### src/rtl/i2c_master_slave_pair.sv
`default_nettype none
// ============================================================================
//  Module   : i2c_master_slave_pair
//  Brief    : Single-byte I2C master engine plus one addressed slave engine
//             sharing an internal wired-AND SDA line.
//  Revision : 1.0  initial release
// ============================================================================
module i2c_master_slave_pair #(
    parameter logic [6:0] SLAVE_ADDR = 7'b1011001
) (
    input  logic       i_sclk,
    input  logic       i_rst_n,
    input  logic [6:0] i_address_in,
    input  logic       i_address_r_w,
    input  logic [7:0] i_sdata_in,
    input  logic [7:0] i_data_out,
    output logic       o_sclk,
    output logic       o_sdata,
    output logic       o_busy,
    output logic       o_done,
    output logic       o_ack_err,
    output logic [7:0] o_rdata,
    output logic [7:0] o_slave_rdata,
    output logic       o_slave_valid
);

    typedef enum logic [2:0] {
        M_IDLE, M_START, M_ADDR, M_AACK, M_DATA, M_DACK, M_STOP
    } m_state_t;

    typedef enum logic [2:0] {
        S_WAIT, S_ADDR, S_AACK, S_DATA, S_DACK
    } s_state_t;

    // ---------------- master registers ----------------
    m_state_t   r_m_state;
    m_state_t   w_m_next;
    logic       r_phase;        // 0 = L half of a bit slot, 1 = H half
    logic [2:0] r_m_bit;
    logic [7:0] r_m_byte;       // {address, r/w}
    logic       r_m_rw;
    logic [7:0] r_m_wdata;
    logic [7:0] r_m_rx;
    logic [7:0] r_rdata;
    logic       r_ack_err;
    logic       r_done;
    logic       r_rearm;
    logic       w_req;
    logic       w_scl;
    logic       w_m_sda;
    logic       w_sda;

    // ---------------- slave registers ----------------
    s_state_t   r_s_state;
    s_state_t   w_s_next;
    logic       r_s_sda;
    logic [7:0] r_s_sr;
    logic [2:0] r_s_cnt;
    logic       r_s_rw;
    logic [7:0] r_s_tx;
    logic [7:0] r_s_rdata;
    logic       r_s_valid;
    logic       r_scl_q;
    logic       r_sda_q;
    logic       w_start;
    logic       w_stop;
    logic       w_rise;
    logic [7:0] w_s_byte;

    assign w_req    = (r_m_state == M_IDLE) && r_rearm && (i_address_in != 7'd0);
    assign w_sda    = w_m_sda & r_s_sda;
    assign w_start  = r_scl_q & w_scl & r_sda_q & ~w_sda;
    assign w_stop   = r_scl_q & w_scl & ~r_sda_q & w_sda;
    assign w_rise   = w_scl & ~r_scl_q;
    assign w_s_byte = {r_s_sr[6:0], w_sda};

    assign o_sclk        = w_scl;
    assign o_sdata       = w_sda;
    assign o_busy        = (r_m_state != M_IDLE);
    assign o_done        = r_done;
    assign o_ack_err     = r_ack_err;
    assign o_rdata       = r_rdata;
    assign o_slave_rdata = r_s_rdata;
    assign o_slave_valid = r_s_valid;

    // Master next state and bus drive; SCL follows the slot phase outside IDLE/START.
    // In AACK the master releases SDA, so the bus level there is the slave's drive.
    always_comb begin
        w_m_next = r_m_state;
        w_scl    = 1'b1;
        w_m_sda  = 1'b1;
        case (r_m_state)
            M_IDLE:  if (w_req) w_m_next = M_START;
            M_START: begin
                w_m_sda  = 1'b0;
                w_m_next = M_ADDR;
            end
            M_ADDR: begin
                w_scl   = r_phase;
                w_m_sda = r_m_byte[3'd7 - r_m_bit];
                if (r_phase && (r_m_bit == 3'd7)) w_m_next = M_AACK;
            end
            M_AACK: begin
                w_scl = r_phase;
                if (r_phase) w_m_next = r_s_sda ? M_STOP : M_DATA;
            end
            M_DATA: begin
                w_scl   = r_phase;
                w_m_sda = r_m_rw ? 1'b1 : r_m_wdata[3'd7 - r_m_bit];
                if (r_phase && (r_m_bit == 3'd7)) w_m_next = M_DACK;
            end
            M_DACK: begin
                w_scl = r_phase;
                if (r_phase) w_m_next = M_STOP;
            end
            M_STOP: begin
                w_scl   = r_phase;
                w_m_sda = 1'b0;
                if (r_phase) w_m_next = M_IDLE;
            end
            default: w_m_next = M_IDLE;
        endcase
    end

    // Master state register, slot counters, request latch and result capture.
    always_ff @(posedge i_sclk) begin
        if (!i_rst_n) begin
            r_m_state <= M_IDLE;
            r_phase   <= 1'b0;
            r_m_bit   <= 3'd0;
            r_m_byte  <= 8'd0;
            r_m_rw    <= 1'b0;
            r_m_wdata <= 8'd0;
            r_m_rx    <= 8'd0;
            r_rdata   <= 8'd0;
            r_ack_err <= 1'b0;
            r_done    <= 1'b0;
            r_rearm   <= 1'b1;
        end else begin
            r_m_state <= w_m_next;
            r_done    <= 1'b0;
            if (i_address_in == 7'd0) r_rearm <= 1'b1;
            else if (w_req)           r_rearm <= 1'b0;
            if (r_m_state == M_IDLE || r_m_state == M_START) begin
                r_phase <= 1'b0;
                r_m_bit <= 3'd0;
                if (w_req) begin
                    r_m_byte  <= {i_address_in, i_address_r_w};
                    r_m_rw    <= i_address_r_w;
                    r_m_wdata <= i_sdata_in;
                    r_ack_err <= 1'b0;
                end
            end else begin
                r_phase <= ~r_phase;
                if (r_phase) r_m_bit <= (w_m_next != r_m_state) ? 3'd0 : r_m_bit + 3'd1;
                if (r_m_state == M_AACK && r_phase && r_s_sda) r_ack_err <= 1'b1;
                if (r_m_state == M_DATA && r_phase) r_m_rx <= {r_m_rx[6:0], w_sda};
                if (r_m_state == M_STOP && r_phase) begin
                    r_done <= 1'b1;
                    if (r_m_rw && !r_ack_err) r_rdata <= r_m_rx;
                end
            end
        end
    end

    // Slave next state: START/STOP always win, otherwise advance on SCL rising samples.
    always_comb begin
        w_s_next = r_s_state;
        if (w_start) begin
            w_s_next = S_ADDR;
        end else if (w_stop) begin
            w_s_next = S_WAIT;
        end else if (w_rise) begin
            case (r_s_state)
                S_ADDR:  if (r_s_cnt == 3'd7)
                             w_s_next = (w_s_byte[7:1] == SLAVE_ADDR) ? S_AACK : S_WAIT;
                S_AACK:  w_s_next = S_DATA;
                S_DATA:  if (r_s_cnt == 3'd7) w_s_next = S_DACK;
                S_DACK:  w_s_next = S_WAIT;
                default: w_s_next = r_s_state;
            endcase
        end
    end

    // Slave datapath: drive changes only after a rising sample, i.e. while SCL goes low.
    always_ff @(posedge i_sclk) begin
        if (!i_rst_n) begin
            r_s_state <= S_WAIT;
            r_s_sda   <= 1'b1;
            r_s_sr    <= 8'd0;
            r_s_cnt   <= 3'd0;
            r_s_rw    <= 1'b0;
            r_s_tx    <= 8'd0;
            r_s_rdata <= 8'd0;
            r_s_valid <= 1'b0;
            r_scl_q   <= 1'b1;
            r_sda_q   <= 1'b1;
        end else begin
            r_s_state <= w_s_next;
            r_scl_q   <= w_scl;
            r_sda_q   <= w_sda;
            r_s_valid <= 1'b0;
            if (w_start || w_stop) begin
                r_s_cnt <= 3'd0;
                r_s_sda <= 1'b1;
            end else if (w_rise) begin
                case (r_s_state)
                    S_ADDR: begin
                        r_s_sr  <= w_s_byte;
                        r_s_cnt <= r_s_cnt + 3'd1;
                        if (r_s_cnt == 3'd7 && w_s_byte[7:1] == SLAVE_ADDR) begin
                            r_s_sda <= 1'b0;
                            r_s_rw  <= w_s_byte[0];
                        end
                    end
                    S_AACK: begin
                        r_s_cnt <= 3'd0;
                        if (r_s_rw) begin
                            r_s_sda <= i_data_out[7];
                            r_s_tx  <= {i_data_out[6:0], 1'b0};
                        end else begin
                            r_s_sda <= 1'b1;
                        end
                    end
                    S_DATA: begin
                        r_s_sr  <= w_s_byte;
                        r_s_cnt <= r_s_cnt + 3'd1;
                        if (r_s_cnt == 3'd7) begin
                            r_s_sda <= r_s_rw;       // release for master NACK, or ACK a write
                        end else if (r_s_rw) begin
                            r_s_sda <= r_s_tx[7];
                            r_s_tx  <= {r_s_tx[6:0], 1'b0};
                        end
                    end
                    S_DACK:  r_s_sda <= 1'b1;
                    default: r_s_sda <= 1'b1;
                endcase
            end else if (r_s_state == S_DACK && !w_scl && !r_s_rw) begin
                r_s_rdata <= r_s_sr;
                r_s_valid <= 1'b1;
            end
        end
    end

endmodule
`default_nettype wire

### config.mk
export PLATFORM = sky130hd
export DESIGN_NAME = i2c_master_slave_pair
export DESIGN_NICKNAME = d
export VERILOG_FILES = /design/src/rtl/i2c_master_slave_pair.sv
export SDC_FILE = /design/constraint.sdc
export NUM_CORES = 1
export LEC_CHECK = 0
export ABC_AREA = 1
export CAP_MARGIN = 20
export CORE_AREA = 2 2 114 116
export DETAILED_ROUTE_END_ITERATION = 10
export DIE_AREA = 0 0 116 118
export GPL_ROUTABILITY_DRIVEN = 0
export SYNTH_ARGS = -nofsm -noshare
export SYNTH_HDL_FRONTEND = slang
export SYNTH_SLANG_ARGS = --single-unit
### constraint.sdc
create_clock -name i_sclk -period 2.1 [get_ports i_sclk]
set_input_delay 0.525 -clock i_sclk [delete_from_list [all_inputs] [get_ports i_sclk]]
set_output_delay 0.525 -clock i_sclk [all_outputs]
set_load 0.005 [all_outputs]
==> key figures <==
Clock tree
  – Clk Latency, worst-skew pair: between 300 and 400 ps
  – Sink Count: 76
  – Clock-pin slew on the worst setup and hold paths: roughly 60 ps
  – CTS hold repair buffers: 0
  – CTS H-tree depth: 3
  – CTS buffer count: 9
  – Clock Tree Root: clkbuf_16
  – Deepest clock path buffer count: 2
  – CTS tree: done

Drt
  – Routed Antenna Nets: 0
  – Routed vias/inst: roughly 4.4
  – DRC Markers: 0
  – Total number of vias: 3040
  – Wire per inst: ~11 um
  – Router iterations before antenna repair: 4
  – DRT iter0 DRCs: approximately 220
  – Final wirelength: about 7800 um

Synth
  – FF+latch count, synth: 76
  – Post-synth EDFFs: 0
  – Synth Net Count: around 480
  – Yosys cell types: 31
  – Syn. warnings: 0
  – Cells after synthesis: between 400 and 500
  – Sequential share of the synthesized area: ~46%
  – Top cells by area, synth: dfxtp_1 (46%), o21ai_0 (8.7%), nand2_1 (8.0%)
  – Synth area leader: dfxtp_1
  – Yosys top cell area share: between 40 and 50%
  – Ys async rst share: 0%
  – Syn Area/Cell: between 7 and 8 um2
  – Dominant synthesized flop cell: dfxtp_1
  – Post-synthesis cell area: around 3300 um2

Critical path
  – CP required: 1570 ps
  – Reg-to-reg setup timing slack: ~360 ps
  – CP Launch Type: flop
  – Most used cell, CP: nand3_1
  – Crit-path cells: inv_2 -> buf_4 -> o21ai_1 -> nand3_1 -> nand3_1 -> nand3_2 -> nand2_2 -> inv_1 -> clkbuf_2
  – R2R depth: 13
  – RR Startpoint: r_m_bit[0]$_SDFFE_PP0P_
  – CP max stage cell: dfxtp_4
  – Worst Setup End Kind: primary output
  – Crit path kind: reg -> out
  – RR Endpoint: r_s_cnt[0]$_SDFFE_PP0P_
  – Critical path fanouts, max: 6
  – Data arrival time of the worst path: 1510 ps
  – CP peak stage delay: roughly 370 ps

GRT
  – Initial antenna violation count: 0
  – GR Overflow Total: 0
  – First-pass GRT wire length: around 13000 um
  – Vias in the first global route: around 2900
  – GRT Overall Usage: about an eighth
  – Largest net degree at the start of global routing: 44

Placement
  – Area post-placement: about 4100 um2
  – IO Port Bufs: 47
  – Placed cell count: approximately 680
  – Post-DP HPWL: around 5600 um

Power
  – Logic pwr share: 24.8%
  – Pwr dens: just under 1000 nW/um2
  – Clock Power Share: a little over a third
  – Leak: around 1.8 nW
  – Reg power frac: between 30% and 40%
  – Maximum vdd ir drop: between 0.0004 and 0.0005 V
  – Sw Ratio: just over 30%
  – Switch Pwr: ~1.3 mW
  – Overall power: about 4.3 mW
  – Pint: approximately 3 mW

Floorplanning
  – Initial Util: approximately a quarter
  – Chip Width: between 100 and 150 um
  – Die span in y: ~120 um
  – Std cell rows: roughly 40
  – Die area: 13690 um2
  – Floorplan Core Area: between 10000 and 15000 um2
  – Ports: between 40 and 50

Finish
  – Most frequent cells in the layout: dfxtp_1 (72), nand2_1 (69), nor2_1 (68)
  – NumNets Final: approximately 550
  – # diodes: 0
  – # fillers: ~1300
  – Area Growth Syn to Fin: 34.55%
  – Layout cells sized above 1: 16.03%
  – Fin area: 4468 um2
  – Post-route insts no fill: 696
  – Commonest non-fill, non-tap cell in the layout: dfxtp_1

Timing
  – Clk_skew: about 4.9 ps
  – Crit share post-route: between 90% and 100%
  – Slew headroom: 63.95%
  – RSZ-0062 raised after global routing: true
  – FMAX: approximately 0.49 GHz
  – Worst Hold Slack: 462.0 ps
  – Slew @ Worst Pin: between 500 and 600 ps
  – Slew Viols, Final: 0
  – Hold Violations, Final: 0
  – Final setup fails: 0
  – Final min period: between 2000 and 2500 ps

Hold path
  – HP Class: reg -> reg
  – HP Start: r_m_rx[7]$_SDFFE_PN0P_
  – Hold EP: o_rdata[7]$_SDFFE_PN0P_
  – Hold Path Stages: 2

Job
  – Maxcap violations: 0

Status
  – Status: finished clean
==> power groups by stage <==
stage / clock network, mW / logic [mW] / registers (mW)
after floorplan: 0 / 0.690 / 1.68
after global placement: 0 / 1.02 / 1.71
after detailed placement: 0 / 1.03 / 1.71
after CTS: 1.59 / 1.05 / 1.69
after global routing: 1.65 / 1.20 / 1.71
final: 1.54 / 1.06 / 1.69
==> worst max path at each step <==
| stage | startpoint | endpoint | cells past startpoint |
|---|---|---|---|
| detailed placement | i_address_in[2] | r_m_byte[6]$_SDFFE_PN0P_ | 9 |
| finish | r_m_bit[0]$_SDFFE_PP0P_ | o_sdata | 9 |
| CTS | r_m_bit[0]$_SDFFE_PP0P_ | o_sdata | 10 |
| global placement | i_address_in[2] | r_m_byte[3]$_SDFFE_PN0P_ | 9 |
| floorplan | r_m_state[1]$_SDFF_PN0_ | o_sdata | 7 |
| global route | r_m_bit[0]$_SDFFE_PP0P_ | o_sdata | 10 |
==> cell type report <==
cell class | count | area [um2] | share of cell area (%)
timing repair buffer | 77 | 703.2 | 15.74
sequential | 76 | 1531 | 34.28
tap | 172 | 215.2 | 4.817
clock inverter | 4 | 48.80 | 1.092
multi-input combinational | 307 | 1540 | 34.47
inverter | 48 | 182.7 | 4.088
clock buffer | 12 | 246.5 | 5.517
==> timing repair <==
item | in CTS | in global routing
setup buffers | 2 | 2
endpoints found under the setup margin | 3 | 10
gates resized for setup | 10 | 8
endpoints found under the hold margin | 0 | 0
cloned | 1 | 0
pin swaps | 3 | 3
==> sequential cells by signal, summed over array words and instances (netlist names) <==
register       cells
r_s_state          3
r_m_byte           8
o_slave_rdata      8
o_slave_valid      1
r_s_rw             1
r_phase            1
r_s_sda            1
r_scl_q            1
r_rearm            1
o_rdata            8
r_m_bit            3
r_m_state          3
r_m_rx             8
r_s_tx             7
o_ack_err          1
r_m_wdata          8
r_s_cnt            3
r_s_sr             8
r_sda_q            1
o_done             1
==> cell usage after synthesis (5+ instances only) <==
cell type  number
dfxtp_1        76
a21oi_2         6
o21ai_0        58
a21oi_1        34
o21ai_1         6
inv_2           5
nor2_1         68
clkbuf_1        7
nand3_1        18
inv_1          41
nor3_1          5
nand2_1        71
a31oi_1         7
==> metrics by stage <==
step                setup TNS [ps]  utilization [%]  worst slack [ps]
finish                           0            35.99             61.87
detailed placement           -1618            33.06            -116.5
CTS                         -68.05            35.71            -68.05
global placement             -1325            33.06            -90.40
global route                -46.99            35.99            -46.99
floorplan                        0                -             519.7
==> cell families after synthesis <==
group,after synthesis,synth area share (%)
compound gates,116,18.84
simple gates,187,25.24
flops,76,45.82
buf+inv,65,8.591
fa+ha+maj,4,1.507
==> routing by layer <==
metal | track usage, % | vias to the layer above | part of all wire (%) | wire (um)
li1 | - | 1619 | - | -
met1 | 14.78 | 1366 | 47 | 3618
met2 | 19.59 | 45 | 48 | 3713
met3 | 4.016 | 10 | 4.1 | 315
met4 | 4.688 | 0 | 1.6 | 127
met5 | 0 | - | 0 | 0
==> worst max-delay path, delay by kind of cell, from the launching register on <==
kind / cells / cell delay [ps]
AO/OA/AOI/OAI: 1 / 110
buffers and inverters: 4 / 350
flip-flops: 1 / 370
AND/OR/NAND/NOR: 4 / 340
(Power assumes the default switching activity.)
